`src/rtl/arith_problem_source_pkg.sv`:
```
// Shared definitions for the problem/answer interface (op codes, LFSR polynomial, FSM states).
// Latency: n/a (package only).
// Backpressure: n/a.
package arith_problem_source_pkg;

    // Op codes shared with the alarm FSM and the text LCD controller
    localparam logic [2:0] OP_ADD = 3'd0;
    localparam logic [2:0] OP_SUB = 3'd1;
    localparam logic [2:0] OP_MUL = 3'd2;
    localparam logic [2:0] OP_DIV = 3'd3;

    // Galois feedback taps, right-shifting register
    localparam logic [15:0] LFSR_POLY = 16'hB400;

    typedef enum logic [1:0] {
        ST_DRAW   = 2'd0,
        ST_MUL    = 2'd1,
        ST_FINISH = 2'd2,
        ST_READY  = 2'd3
    } state_t;

    typedef struct packed {
        logic [7:0] num1;
        logic [7:0] num2;
        logic [2:0] op;
        logic [7:0] answer;
    } problem_t;

    // One Galois step with user entropy folded into the feedback bit.
    // An all-zero result would lock the register, so the seed is reloaded instead.
    function automatic logic [15:0] lfsr_next(input logic [15:0] cur,
                                              input logic        ent,
                                              input logic [15:0] seed);
        logic [15:0] nx;
        nx = {1'b0, cur[15:1]};
        if (cur[0] ^ ent) begin
            nx = nx ^ LFSR_POLY;
        end
        if (nx == 16'h0000) begin
            nx = seed;
        end
        return nx;
    endfunction

endpackage

```
`src/rtl/arith_problem_source_mul4.sv`:
```
// 4x4 unsigned shift-add multiplier, one partial product per cycle.
// Latency: start loads operands; 4 iterations follow, done marks the last one, product final the cycle after done.
// Backpressure: none; a new start simply restarts the operation.
module shift_add_mul4 (
    input  logic       clk,
    input  logic       rst,
    input  logic       start,
    input  logic [3:0] x,
    input  logic [3:0] y,
    output logic       done,
    output logic [7:0] product
);

    logic [7:0] mcand;
    logic [3:0] mplier;
    logic [7:0] acc;
    logic [1:0] cnt;
    logic       busy;

    // Load on start, then add the shifted multiplicand for each set multiplier bit
    always_ff @(posedge clk or negedge rst) begin
        if (!rst) begin
            mcand  <= 8'd0;
            mplier <= 4'd0;
            acc    <= 8'd0;
            cnt    <= 2'd0;
            busy   <= 1'b0;
        end else if (start) begin
            mcand  <= {4'd0, x};
            mplier <= y;
            acc    <= 8'd0;
            cnt    <= 2'd0;
            busy   <= 1'b1;
        end else if (busy) begin
            if (mplier[0]) begin
                acc <= acc + mcand;
            end
            mcand  <= {mcand[6:0], 1'b0};
            mplier <= {1'b0, mplier[3:1]};
            cnt    <= cnt + 2'd1;
            if (cnt == 2'd3) begin
                busy <= 1'b0;
            end
        end
    end

    // done flags the final iteration so the caller can advance on the same edge it completes
    assign done    = busy && (cnt == 2'd3);
    assign product = acc;

endmodule

```
`src/rtl/arith_problem_source.sv`:
```
// Draws random 8-bit arithmetic problems from a free-running LFSR and publishes them with their answer.
// Latency: add/sub 2 cycles, mul/div 6 cycles after reset release or take, +1 per redraw.
// Backpressure: a published problem is held (ready=1) until take; take while ready=0 is ignored.
module arith_problem_source
    import arith_problem_source_pkg::*;
#(
    parameter logic [15:0] LFSR_SEED = 16'hACE1,
    parameter logic [3:0]  OP_MASK   = 4'b1111
) (
    input  logic       clk,
    input  logic       rst,
    input  logic       take,
    input  logic       entropy_in,
    output logic       ready,
    output logic [7:0] num1,
    output logic [7:0] num2,
    output logic [2:0] op,
    output logic [7:0] answer,
    output logic [7:0] problem_id
);

    // A zero seed would never leave zero; an empty mask would never publish
    localparam logic [15:0] SEED_EFF = (LFSR_SEED == 16'h0000) ? 16'h0001 : LFSR_SEED;
    localparam logic [3:0]  MASK_EFF = (OP_MASK == 4'b0000) ? 4'b0001 : OP_MASK;

    logic [15:0] lfsr;
    state_t      state, state_nxt;

    logic [1:0]  sel, sel_q;
    logic [6:0]  a, b, a_q, b_q;
    logic [3:0]  y, y_q;
    logic        draw_ok;
    logic        mul_start, mul_done;
    logic [7:0]  mul_product;

    problem_t    prob_q, prob_nxt;
    logic [7:0]  pid_q;
    logic        ready_q;

    assign sel     = lfsr[1:0];
    assign a       = lfsr[8:2];
    assign b       = lfsr[15:9];
    assign draw_ok = MASK_EFF[sel];
    // Divisor must be non-zero; multiply uses b[3:0] unchanged
    assign y       = ((sel == OP_DIV[1:0]) && (b[3:0] == 4'd0)) ? 4'd1 : b[3:0];
    // Mul and div both need x*y: for div it rebuilds the dividend from quotient and divisor
    assign mul_start = (state == ST_DRAW) && draw_ok && sel[1];

    shift_add_mul4 u_mul (
        .clk     (clk),
        .rst     (rst),
        .start   (mul_start),
        .x       (a[3:0]),
        .y       (y),
        .done    (mul_done),
        .product (mul_product)
    );

    // Free-running LFSR, steps every cycle regardless of FSM state
    always_ff @(posedge clk or negedge rst) begin
        if (!rst) begin
            lfsr <= SEED_EFF;
        end else begin
            lfsr <= lfsr_next(lfsr, entropy_in, SEED_EFF);
        end
    end

    // FSM state register
    always_ff @(posedge clk or negedge rst) begin
        if (!rst) begin
            state <= ST_DRAW;
        end else begin
            state <= state_nxt;
        end
    end

    // Next-state: redraw until an enabled op appears, detour through MUL for mul/div
    always_comb begin
        state_nxt = state;
        case (state)
            ST_DRAW: begin
                if (draw_ok) begin
                    state_nxt = sel[1] ? ST_MUL : ST_FINISH;
                end
            end
            ST_MUL: begin
                if (mul_done) begin
                    state_nxt = ST_FINISH;
                end
            end
            ST_FINISH: state_nxt = ST_READY;
            ST_READY: begin
                if (take) begin
                    state_nxt = ST_DRAW;
                end
            end
            default: state_nxt = ST_DRAW;
        endcase
    end

    // Capture the accepted draw so the LFSR can keep running while the problem is finished
    always_ff @(posedge clk or negedge rst) begin
        if (!rst) begin
            sel_q <= 2'd0;
            a_q   <= 7'd0;
            b_q   <= 7'd0;
            y_q   <= 4'd0;
        end else if ((state == ST_DRAW) && draw_ok) begin
            sel_q <= sel;
            a_q   <= a;
            b_q   <= b;
            y_q   <= y;
        end
    end

    // Form the published problem from the captured draw; all results fit in 8 bits by construction
    always_comb begin
        prob_nxt    = '0;
        prob_nxt.op = {1'b0, sel_q};
        case (sel_q)
            2'd0: begin
                prob_nxt.num1   = {1'b0, a_q};
                prob_nxt.num2   = {1'b0, b_q};
                prob_nxt.answer = {1'b0, a_q} + {1'b0, b_q};
            end
            2'd1: begin
                if (a_q >= b_q) begin
                    prob_nxt.num1   = {1'b0, a_q};
                    prob_nxt.num2   = {1'b0, b_q};
                    prob_nxt.answer = {1'b0, a_q} - {1'b0, b_q};
                end else begin
                    prob_nxt.num1   = {1'b0, b_q};
                    prob_nxt.num2   = {1'b0, a_q};
                    prob_nxt.answer = {1'b0, b_q} - {1'b0, a_q};
                end
            end
            2'd2: begin
                prob_nxt.num1   = {4'd0, a_q[3:0]};
                prob_nxt.num2   = {4'd0, y_q};
                prob_nxt.answer = mul_product;
            end
            default: begin
                prob_nxt.num1   = mul_product;
                prob_nxt.num2   = {4'd0, y_q};
                prob_nxt.answer = {4'd0, a_q[3:0]};
            end
        endcase
    end

    // Output registers: load on FINISH, drop only ready on take so operands stay visible
    always_ff @(posedge clk or negedge rst) begin
        if (!rst) begin
            prob_q  <= '0;
            pid_q   <= 8'd0;
            ready_q <= 1'b0;
        end else if (state == ST_FINISH) begin
            prob_q  <= prob_nxt;
            pid_q   <= pid_q + 8'd1;
            ready_q <= 1'b1;
        end else if ((state == ST_READY) && take) begin
            ready_q <= 1'b0;
        end
    end

    assign ready      = ready_q;
    assign num1       = prob_q.num1;
    assign num2       = prob_q.num2;
    assign op         = prob_q.op;
    assign answer     = prob_q.answer;
    assign problem_id = pid_q;

endmodule

```
`config.mk`:
```
export PLATFORM = sky130hd
export DESIGN_NAME = arith_problem_source
export DESIGN_NICKNAME = d
export VERILOG_FILES = /design/src/rtl/arith_problem_source_pkg.sv /design/src/rtl/arith_problem_source_mul4.sv /design/src/rtl/arith_problem_source.sv
export SDC_FILE = /design/constraint.sdc
export NUM_CORES = 1
export LEC_CHECK = 0
export BUFFER_PORTS_ARGS = -buffer_cell sky130_fd_sc_hd__buf_2
export CAP_MARGIN = 25
export CORE_AREA = 5 5 97 99
export CTS_CLUSTER_SIZE = 12
export DETAILED_ROUTE_END_ITERATION = 6
export DIE_AREA = 0 0 102 104
export PLACE_DENSITY = 0.87
export SYNTH_ARGS = -nofsm -noshare
export SYNTH_HDL_FRONTEND = slang
export SYNTH_SLANG_ARGS = --single-unit
export TNS_END_PERCENT = 20
```
`constraint.sdc`:
```
create_clock -name clk -period 4.9 [get_ports clk]
set_input_delay 0.49 -clock clk [delete_from_list [all_inputs] [get_ports clk]]
set_output_delay 0.49 -clock clk [all_outputs]
set_load 0.005 [all_outputs]
```
# After elaboration in Yosys (flattened, before gate mapping)
# Index checks and enable logic that the tools add are counted.
totals:
  regBits: 96
  input_bits: 4
  out_inout_bits: 36
op_classes:
  n_addsub: 6
  magnitude_cmp: 2
  eq_ne: 10
  n_mux: 28
  bitwise: 2
  reduce_logical: 14
ops:
  columns: ["op", "count"]
  rows:
  - ["$mux 8", 6]
  - ["$pmux 16 s3", 1]
  - ["$mux 16", 2]
  - ["$pmux 8 s3", 1]
  - ["$logic_not 16->1", 1]
  - ["$sub 7x7->8", 2]
  - ["$mux 15", 1]
  - ["$mux 2", 6]
  - ["$mux 4", 3]
  - ["$eq 2x2->1 const B", 5]
  - ["$add 7x7->8", 1]
  - ["$add 8x1->8 const B", 1]
  - ["$add 8x8->8", 1]
  - ["$pmux 2 s4", 1]
  - ["$ge 7x7->1", 1]
  - ["$mux 1", 6]
  - ["$ne 2x2->1 const B", 3]
  - ["$reduce_bool 2->1", 3]
  - ["$logic_and 1x1->1", 5]
  - ["$eq 2x1->1 const B", 2]
  - ["$logic_not 2->1", 2]
  - ["$logic_not 4->1", 1]
  - ["$not 3->4", 1]
  - ["$lt 2x3->1 const B", 1]
  - ["other kinds (5)", 5]

# Logic depth before layout (Yosys ltp)
# Gate-level depths: netlist of the first run.
logic_depth:
  word_depth: 6
  ltp_mapped: 12

# Modules after synthesis
# From an unflattened synthesis of the first run, not the netlist that was laid out.
unflattened:
  hier_cells: 572
  area_unflattened_um2: 5491.5
modules_own_cells:
  columns: ["mod", "n_inst", "cells_each", "area_per_inst_um2"]
  rows:
  - ["arith_problem_source", 1, 439, 4180.3]
  - ["shift_add_mul4", 1, 133, 1311.3]

# Worst setup path before layout of the first run
# No wires, ideal clock.
synth_timing:
  path_kind: "reg2reg"
  start: "register a_q[1]"
  end: "register prob_q (netlist bit answer[3])"
  arrival_ps: 2208
  required_time_ps: 4757
  path_slack_ps: 2549
  stages_incl_launch_ff: 10
  path_buffers: 0
  synth_period_minus_slack_ps: 2351
  cell_sequence: "dfrtp_1 > inv_1 > ha_1 > nand4_1 > nand3_1 > a211oi_2 > mux2_2 > or3_1 > nand3_1 > a31oi_1"
synth_via:
  elab_chain_cells: 3
synth_rtl:
  columns: ["item", "line", "rtl"]
  rows:
  - ["from (decl)", "arith_problem_source.sv:30", "logic [6:0] a, b, a_q, b_q;"]
  - ["from (signal assigned)", "arith_problem_source.sv:105", "a_q <= 7'd0;"]
  - ["from (signal assigned)", "arith_problem_source.sv:110", "a_q <= a;"]
  - ["$sub 7x7->8, or another cell as far along", "arith_problem_source.sv:134", "prob_nxt.answer = {1'b0, b_q} - {1'b0, a_q};"]
  - ["$mux 8", "arith_problem_source.sv:127", "if (a_q >= b_q) begin"]
  - ["$pmux 8 s3 *", "arith_problem_source.sv:120", "case (sel_q)"]
  - ["to (signal assigned)", "arith_problem_source.sv:157", "prob_q <= prob_nxt;"]
  - ["to (decl)", "arith_problem_source.sv:36", "problem_t prob_q, prob_nxt;"]
# Mark *: on every way between the ends. The rest lies on a longest branch, timed or not.
# A chain may end at the register's enable or synchronous reset.

# Final worst setup path of the first run
layout_timing:
  start: "register a_q[3]"
  end: "register prob_q (netlist bit answer[3])"
# The elaborated chain is that of the path after synthesis.

==> out/results.txt, run 1 <==
Yosys top cell area share: 41.1%
Hold crit path type: in -> async
Cell-internal power: 1170 uW
Die Ht: 104 um
DRT Wirelength: 11500 um
Comb power frac: 5.9%
Setup Skew: 0.0137 ns
Number of flops mapped to enable cells by yosys: 0
Share of cells above drive strength 1: 14.2%
Setup-failing EPs final: 0
Cells after Synth: 566
Seq. cell area: 2390 um^2
Via count: 4030
Clk sinks: 95
Switch Pwr: 434 uW
Register area share after synthesis: 45.1%
Synth Area in Compound Gates: 16.4%
Most used DFF post-synth: dfrtp_1
Die ar.: 10600 um^2
CTS Root Cell: clkbuf_8
GRT Total Usage: 22.7%
Worst setup SP type: register
Synth-to-Final Area Change: 7.31%
Post-synthesis mux area share: 4.92%
Count of different cell masters after synthesis: 52
Cts bufs inserted: 9
Sequential power share: 59.6%
Relative slew slack: 37.0%
Switching power share of the total: 27.0%
Antenna violations before repair: 0
Largest family of logic cells by synthesized area: compound AO/OA/AOI/OAI gates
Top Ports: 40
Syn Area/Cell: 9.35 um^2
Area contributors post-synth: dfrtp_1 (41%), ha_1 (8.3%), nand2_1 (4.9%)
Status: completed
Wirelength per Cell: 16.5 um
R2R setup slack: 1.72 ns
WS Path Type: reg -> reg
Drt drc: 0
Post-synthesis adder-cell area fraction: 9.79%
Initial core utilization: 62.5%
Pleak: 0.00271 uW
Final nets: 624
WP data arrival: 3.43 ns
Max IR drop VDD: 0.248 mV
DRC violation total after the first TritonRoute iteration: 238
Post-synthesis simple-gate area fraction: 13.1%
Clock transition at path regs: 0.11 ns
First-pass GRT wire length: 19300 um
Slew @ Worst Pin: 0.944 ns
Cell area after layout: 5680 um^2
Placed Area: 5460 um^2
CP Max Fanout: 13
FMAX: 315 MHz
Vias in the first global route: 3820
Ys Warns: 0
CTS Hold Bufs: 0
DPL Wire Length: 8420 um
Most common cell after layout, fill and taps aside: dfrtp_1
Yosys reg bits: 95
Mapped cell area: 5290 um^2
Die width: 102 um
Port Buffers: 37
Setup TNS: 0 ns
Drt pass-1 iters: 5
Commonest cells after routing, fill and taps aside: dfrtp_1 (87), nand2_1 (69), o21ai_0 (48)
Final Hold Violating Endpoints: 0
Biggest area consumer among synthesized cells: dfrtp_1
Fill cell count: 659
Diode count: 0
Clock Power Share: 34.5%
Core Footprint: 8470 um^2
Post-synthesis xor/xnor area fraction: 3.81%
Min Tclk post-route: 3.18 ns
Final worst-path cycle share: 64.8%
RSZ-0062 raised after global routing: false
CP required: 5.15 ns
PwrDens: 283 nW/um^2
Slew Viols, Final: 0
Asr flop ratio synth: 100%
Overflow after GRT: 0
TritonCTS clock tree: yes
Post-CTS sizing: 0
Area of the multi-input gates: 2550 um^2
Avg Vias per Cell: 5.81
Postcts setup bufs: 0
CTS max path bufs: 2
FP Rows: 34
Crit end category: register
H-tree levels: 3
Maxcap violations: 0
Largest net degree at the start of global routing: 61
Antenna-violating nets left: 0
Worst skew pair latency: 0.38 ns
Gpl congestion: 0.922
==> through the flow <==
| step | total power (uW) | util [%] | setup slack (ns) | cells | hold slack [ns] |
|---|---|---|---|---|---|
| after detailed placement | 1070 | 64.5 | 1.77 | 678 | 0.402 |
| after global placement | 1060 | 64.5 | 1.81 | 678 | 0.400 |
| after global routing | 1670 | 67.1 | 1.53 | 694 | 0.0675 |
| after CTS | 1620 | 67.1 | 1.75 | 694 | 0.0613 |
| after floorplan | 1030 | - | 2.55 | 567 | 0.194 |
| final | 1600 | 67.1 | 1.72 | 694 | 0.0395 |
==> flip-flops by register name (all words and copies together) (netlist names) <==
register / count
lfsr: 16
state: 2
u_mul.mcand: 8
sel_q: 2
u_mul.cnt: 2
u_mul.mplier: 4
num1: 8
u_mul.product: 8
b_q: 7
problem_id: 8
a_q: 7
ready: 1
num2: 7
y_q: 4
u_mul.busy: 1
answer: 8
op: 2
==> path summary, 6_finish.rpt <==
check | depth (start not counted) | to | from
setup reg to reg | 10 | answer[3] | a_q[3]
min in group clk | 3 | ready | take
setup / recovery | 10 | answer[3] | a_q[3]
hold reg to reg | 0 | lfsr[14] | lfsr[15]
hold / removal | 1 | answer[6] | rst
max in group asynchronous | 2 | b_q[0] | rst
==> worst max-delay path, cell delays in order (launching register included) <==
cell,delay (ns)
dfrtp_1,0.42
inv_1,0.09
ha_1,0.43
a21oi_1,0.22
nand3_1,0.12
a211oi_2,0.63
buf_4,0.31
mux2_2,0.35
or3_1,0.30
nand3_1,0.08
a31oi_1,0.09
==> cells by family after synthesis <==
group                    after synthesis
AO/OA/AOI/OAI                        141
XOR/XNOR                              23
adder cells (fa/ha/maj)               39
buffers and inverters                 85
flip-flops                            95
multiplexers                          25
other                                  1
AND/OR/NAND/NOR                      157
==> per-layer routing <==
layer | global-route usage (%) | routed length [um] | vias up
li1 | - | - | 1949
met1 | 32.6 | 5010 | 1936
met5 | 0 | 0 | -
met2 | 34.8 | 5530 | 125
met3 | 3.69 | 685 | 20
met4 | 8.15 | 251 | 0
==> cells in the mapped netlist (14+ instances only) <==
cell	n
dfrtp_1	87
inv_1	46
mux2i_1	17
o21ai_0	48
clkbuf_1	27
ha_1	35
nand3_1	14
xnor2_1	15
a21oi_1	38
nor2_1	39
nand2_1	69
==> final cells by class <==
| cell class | count | area share, % |
|---|---|---|
| flip-flops and latches | 95 | 42.0 |
| multi-input cells | 387 | 44.9 |
| clock inverters | 7 | 1.59 |
| repair buffers | 41 | 3.83 |
| clock buffers | 9 | 2.18 |
| well taps | 108 | 2.38 |
| inverters | 47 | 3.11 |
==> power by group through the flow <==
stage,clock [uW],combinational [uW],sequential (uW)
after floorplan,0,85.0,943
after global placement,0,92.0,966
after detailed placement,0,96.5,970
after CTS,563,97.6,955
after global routing,597,108,965
final,554,94.9,956
Power figures use the tool's default switching activity.
==> inputs of run 2 (changes only) <==
--- a/config.mk
+++ b/config.mk
@@ -5,13 +5,14 @@
 export SDC_FILE = /design/constraint.sdc
 export NUM_CORES = 1
 export LEC_CHECK = 0
+export ABC_AREA = 1
 export BUFFER_PORTS_ARGS = -buffer_cell sky130_fd_sc_hd__buf_2
 export CAP_MARGIN = 25
-export CORE_AREA = 5 5 97 99
+export CORE_AREA = 5 5 106 108
 export CTS_CLUSTER_SIZE = 12
 export DETAILED_ROUTE_END_ITERATION = 6
-export DIE_AREA = 0 0 102 104
-export PLACE_DENSITY = 0.87
+export DIE_AREA = 0 0 111 113
+export PLACE_DENSITY = 0.8
 export SYNTH_ARGS = -nofsm -noshare
 export SYNTH_HDL_FRONTEND = slang
 export SYNTH_SLANG_ARGS = --single-unit
==> constraint.sdc (replaced) <==
create_clock -name clk -period 2.9 [get_ports clk]
set_input_delay 0.29 -clock clk [delete_from_list [all_inputs] [get_ports clk]]
set_output_delay 0.29 -clock clk [all_outputs]
set_load 0.005 [all_outputs]
==> run 2 against run 1 <==
Clock skew grew 0.0024 ns. Sequential cell count stayed put. Non-clock buffer count rose by 6. Die area rose by 18%. Critical path depth is 4 higher. Via count grew 18%. Hold slack improved by 0.16 ns.
==> out/results.txt, run 2 <==
Status: completed
Cts bufs inserted: 9 (unchanged)
Worst skew pair latency: 0.37 ns (about the same)
Syn Area/Cell: 8.01 um^2 (-14%)
Antenna-violating nets left: 0 (unchanged)
H-tree levels: 3 (unchanged)
Final worst-path cycle share: 85.3% (+20 points)
Drt pass-1 iters: 5 (unchanged)
Final worst setup slack: 0.427 ns (-1.30 ns)
Cells after Synth: 684 (+21%)
Relative slew slack: 56.5% (+19 points)
RSZ-0062 raised after global routing: false
Die width: 111 um (+8.8%)
Post-synth top cells: nand2_1 (193), dfrtp_1 (87), inv_1 (68)
Biggest area consumer among synthesized cells: dfrtp_1
DRT Wirelength: 13600 um (+18%)
First-pass GRT wire length: 22600 um (+17%)
Port Buffers: 37 (unchanged)
Top Ports: 40 (unchanged)
DRC violation total after the first TritonRoute iteration: 519 (+120%)
Register area share after synthesis: 43.6% (-1.6 points)
Overflow after GRT: 0 (unchanged)
Hold crit path type: in -> reg
Crit end category: register
WS Path Type: reg -> reg
Commonest cells after routing, fill and taps aside: nand2_1 (193), dfrtp_1 (87), inv_1 (68)
WP data arrival: 2.74 ns (-0.69 ns)
Final nets: 752 (+21%)
Maxcap violations: 0 (unchanged)
Placed Area: 5750 um^2 (+5.3%)
Slew Viols, Final: 0 (unchanged)
Max reg flops: 16 (unchanged)
Die ar.: 12500 um^2 (+18%)
CTS Root Cell: clkbuf_8
Antenna violations before repair: 0 (unchanged)
CTS max path bufs: 2 (unchanged)
Drt drc: 0 (unchanged)
Number of flops mapped to enable cells by yosys: 0 (unchanged)
Yosys reg bits: 95 (unchanged)
R2R setup slack: 0.43 ns (-1.30 ns)
Most used DFF post-synth: dfrtp_1
DPL Wire Length: 10100 um (+19%)
Fill cell count: 897 (+36%)
FP Rows: 37 (+8.8%)
Most common cell after layout, fill and taps aside: nand2_1
Avg Vias per Cell: 5.61 (-3.4%)
CP required: 3.16 ns (-1.99 ns)
TritonCTS clock tree: yes
Count of different cell masters after synthesis: 40 (-23%)
Mapped cell area: 5480 um^2 (+3.6%)
Cell area after layout: 5930 um^2 (+4.4%)
Worst setup SP type: register
CP Max Fanout: 28 (+15)
Synth-to-Final Area Change: 8.15%
Clock transition at path regs: 0.09 ns (-0.02 ns)
Setup TNS: 0 ns (unchanged)
Final Hold Violating Endpoints: 0 (unchanged)
FMAX: 404 MHz (+28%)
Post-layout util: 58.5% (-8.6 points)
Area contributors post-synth: dfrtp_1 (40%), nand2_1 (13%), ha_1 (8.0%)
Initial core utilization: 54.1% (-8.4 points)
Clk sinks: 95 (unchanged)
Core Footprint: 10100 um^2 (+20%)
Largest net degree at the start of global routing: 58 (-4.9%)
Min Tclk post-route: 2.47 ns (-0.704 ns)
Dpl ws: 0.498 ns (-1.28 ns)
Top reg by flops: lfsr
Asr flop ratio synth: 100% (unchanged)
Diode count: 0 (unchanged)
Via count: 4762 (+18%)
Share of cells above drive strength 1: 10.1% (-4.1 points)
Wirelength per Cell: 16.0 um (-3.2%)
Gpl congestion: 0.967 (+4.9%)
Yosys top cell area share: 39.7% (-1.4 points)
GRT Total Usage: 22.3% (-0.42 points)
Slew @ Worst Pin: 0.652 ns (-0.293 ns)
Vias in the first global route: 4487 (+17%)
Setup-failing EPs final: 0 (unchanged)
Ys Warns: 0 (unchanged)
Die Ht: 113 um (+8.7%)
Setup Skew: 0.0161 ns (+0.00241 ns)
Most frequent cell after synthesis: nand2_1
-- run 2: cell types whose count changed after synthesis, sizes merged, moves of 6 or more --
cell,previous run,this run
xnor2,15,9
nand3,14,51
inv,46,69
nand4,4,11
nand2,69,194
mux2,8,0
mux2i,17,1
nand2b,6,0
o211ai,2,14
a21o,8,0
o22ai,9,3
-- run 2: worst paths after layout --
kind / start / endpoint / depth (start not counted)
setup / recovery: a_q[0] / num2[2] / 14
max in group asynchronous: rst / u_mul.product[5] / 3
hold reg to reg: lfsr[15] / lfsr[14] / 0
setup reg to reg: a_q[0] / num2[2] / 14
min in group asynchronous: rst / num1[6] / 2
hold / removal: take / ready / 4
-- run 2: final cells by class --
class	instances	area (um^2)	area share, %
clock buffers	13	149	2.51
clock inverters	2	17.5	0.295
inverters	70	263	4.43
multi-input cells	486	2660	44.9
flip-flops and latches	95	2390	40.3
well taps	136	170	2.87
repair buffers	47	278	4.69
-- run 2: through the flow --
step	std cells	hold WS, ns
after global routing	849	0.198
after global placement	833	0.291
final	849	0.200
after CTS	849	0.205
after detailed placement	833	0.297
after floorplan	685	-0.00559
-- run 2: cells by family (layout without fill, tap and decap cells) --
logic type | Yosys count | in the layout | synth area share (%)
simple gates | 302 | 302 | 22.9
compound gates | 120 | 120 | 12.4
buf+inv | 104 | 132 | 7.92
flops | 95 | 95 | 43.6
fa+ha+maj | 39 | 39 | 9.45
xor+xnor | 22 | 22 | 3.52
other cells | 1 | 2 | 0.0684
mux | 1 | 1 | 0.183
-- run 2: worst max-delay path: stages (launching register included) --
cell	delay, ns
dfrtp_1	0.45
inv_1	0.12
ha_1	0.25
fa_1	0.39
inv_1	0.06
nand2_1	0.06
nand2_1	0.12
nand3_1	0.10
nand3_2	0.09
buf_4	0.30
nand2_1	0.09
o211ai_1	0.09
nand2_1	0.07
nand2_1	0.11
nand2_1	0.06
-- run 2: layer usage --
metal	wire, um	share of wire, %	up-vias	GRT usage [%]
met5	0	0	-	0
met4	384	2.8	0	9.11
met3	934	6.9	25	3.96
met2	6210	46	190	35.0
met1	6060	45	2269	30.8
li1	-	-	2278	-
-- run 2: timing repair --
item,in CTS,in global routing
buffers inserted,0,0
resized for setup,0,0
hold buffers,1,0
endpoints found under the hold margin,30,0
Power of run 2 is not shown: default switching activity piles up to over one toggle a cycle in this logic, so the estimate is an artifact.
==> inputs of run 3 (changes only) <==
--- a/config.mk
+++ b/config.mk
@@ -8,11 +8,11 @@
 export ABC_AREA = 1
 export BUFFER_PORTS_ARGS = -buffer_cell sky130_fd_sc_hd__buf_2
 export CAP_MARGIN = 25
-export CORE_AREA = 5 5 106 108
+export CORE_AREA = 5 5 77 150
 export CTS_CLUSTER_SIZE = 12
 export DETAILED_ROUTE_END_ITERATION = 6
-export DIE_AREA = 0 0 111 113
-export PLACE_DENSITY = 0.8
+export DIE_AREA = 0 0 82 155
+export PLACE_DENSITY = 0.79
 export SYNTH_ARGS = -nofsm -noshare
 export SYNTH_HDL_FRONTEND = slang
 export SYNTH_SLANG_ARGS = --single-unit
==> run 3 against run 2 <==
Design area rose by 1.7%. Global-route usage increased by 0.43 points. Register-to-register slack worse by 0.10 ns. Worst setup slack got worse by 0.10 ns. Sequential share of layout area decreased by 0.66 points. Die area rose by 1.3%. Fmax shrank 4.1%. Critical endpoint is now answer[2]. Critical path depth down 3. Sequential cell count unchanged. Core utilization is 0.21 points lower.
==> out/results.txt, run 3 (synthesized netlist as in run 2, its figures left out) <==
DPL Wire Length: 10100 um (+0.59%)
Share of cells above drive strength 1: 10.7% (+0.56 points)
CTS max path bufs: 2 (unchanged)
WS Path Type: reg -> reg
Slew @ Worst Pin: 0.905 ns (+0.253 ns)
Worst path cell trace: inv_1, ha_1, or2_1, nand3_1, nand3_2, inv_1, nand2_1, nand3_1, nand3_1, nand2_1, nand2_1
Hold crit path type: in -> async
FP Rows: 53 (+43%)
Top reg by flops: lfsr
FMAX: 388 MHz (-4.1%)
Setup TNS: 0 ns (unchanged)
Clock transition at path regs: 0.07 ns (-0.02 ns)
GRT Total Usage: 22.7% (+0.43 points)
Max reg flops: 16 (unchanged)
Die ar.: 12700 um^2 (+1.3%)
Wirelength per Cell: 16.1 um (+0.42%)
CP max-delay cell: inv_1
Gpl congestion: 0.947 (-2.0%)
First-pass GRT wire length: 22300 um (-1.6%)
Top Ports: 40 (unchanged)
Post-CTS sizing: 0 (unchanged)
CTS Root Cell: clkbuf_16
Worst skew pair latency: 0.34 ns (-0.03 ns)
Final Hold Violating Endpoints: 0 (unchanged)
Worst setup SP type: register
Family with the most delay on the worst path: simple AND/OR/NAND/NOR gates
CTS Hold Bufs: 0 (-1)
Synth-to-Final Area Change: 9.95%
RSZ-0062 raised after global routing: false
DRT Wirelength: 13700 um (+0.54%)
Largest net degree at the start of global routing: 73 (+26%)
Antenna violations before repair: 0 (unchanged)
Most common cell after layout, fill and taps aside: nand2_1
Vias in the first global route: 4598 (+2.5%)
Commonest cells after routing, fill and taps aside: nand2_1 (193), dfrtp_1 (87), inv_1 (68)
Die Ht: 155 um (+37%)
Port Buffers: 37 (unchanged)
Antenna-violating nets left: 0 (unchanged)
Min Tclk post-route: 2.58 ns (+0.105 ns)
H-tree levels: 3 (unchanged)
Relative slew slack: 39.7% (-17 points)
Max stage delay on crit path: 0.48 ns (+0.03 ns)
Drt pass-1 iters: 5 (unchanged)
Final nets: 752 (unchanged)
Cts bufs inserted: 9 (unchanged)
Clk sinks: 95 (unchanged)
Maxcap violations: 0 (unchanged)
Via count: 4704 (-1.2%)
Overflow after GRT: 0 (unchanged)
Final worst-path cycle share: 88.9% (+3.6 points)
Status: completed
Buf/Inv on CP: 2 (-1)
Postcts setup bufs: 0 (unchanged)
WP data arrival: 2.82 ns (+0.08 ns)
Drt drc: 0 (unchanged)
CP Max Fanout: 14 (-50%)
Core Footprint: 10300 um^2 (+2.0%)
Worst r2r src: a_q[3]
Fill cell count: 967 (+7.8%)
CP required: 3.14 ns (-0.02 ns)
Avg Vias per Cell: 5.53 (-1.3%)
Setup-failing EPs final: 0 (unchanged)
DRC violation total after the first TritonRoute iteration: 364 (-30%)
Slew Viols, Final: 0 (unchanged)
TritonCTS clock tree: yes
Crit path launch: a_q[3]
Diode count: 0 (unchanged)
Crit end category: register
Setup Skew: 0.00744 ns (-0.00866 ns)
Die width: 82 um (-26%)
Initial core utilization: 53.0% (-1.1 points)
-- run 3: changes by cell type in the layout (fill, tap and decap cells not counted), sizes merged --
cell	delta
buf	+1
clkbuf	-3
clkinv	-2
clkinvlp	+3
dlygate4sd3	-1
inv	+2
-- run 3: through the flow --
step | std cells | util [%] | cell area [um^2] | setup WS, ns | hold slack (ns)
after global placement | 835 | 55.6 | 5750 | 0.472 | 0.386
final | 850 | 58.3 | 6030 | 0.322 | 0.0601
after global routing | 850 | 58.3 | 6030 | 0.149 | 0.155
after detailed placement | 835 | 55.6 | 5750 | 0.369 | 0.389
after CTS | 850 | 58.3 | 6030 | 0.363 | 0.101
after floorplan | 685 | - | 5490 | 0.868 | -0.00559
-- run 3: layout make-up --
cell class	count	area [um^2]	area share, %
Clock buffer	10	239	3.97
Clock inverter	5	40.0	0.664
Inverter	70	263	4.36
Multi-Input combinational cell	486	2660	44.2
Sequential cell	95	2390	39.6
Tap cell	137	171	2.84
Timing Repair Buffer	47	263	4.36
-- run 3: routing by layer --
metal | GRT usage [%] | routed length, um
met5 | 0 | 0
met4 | 10.1 | 586
met3 | 3.59 | 649
met2 | 37.2 | 6670
met1 | 29.1 | 5750
-- run 3: worst paths after layout --
kind                                  end  slack (ns)  cells past startpoint
worst min register to register    lfsr[1]        0.41                      0
worst min-delay path              num2[6]        0.06                      1
min in group clk                    ready        0.20                      4
max in group asynchronous        lfsr[10]        2.06                      2
worst max-delay path            answer[2]        0.32                     11
worst max register to register  answer[2]        0.32                     11
Power of run 3 is left out for the same reason.
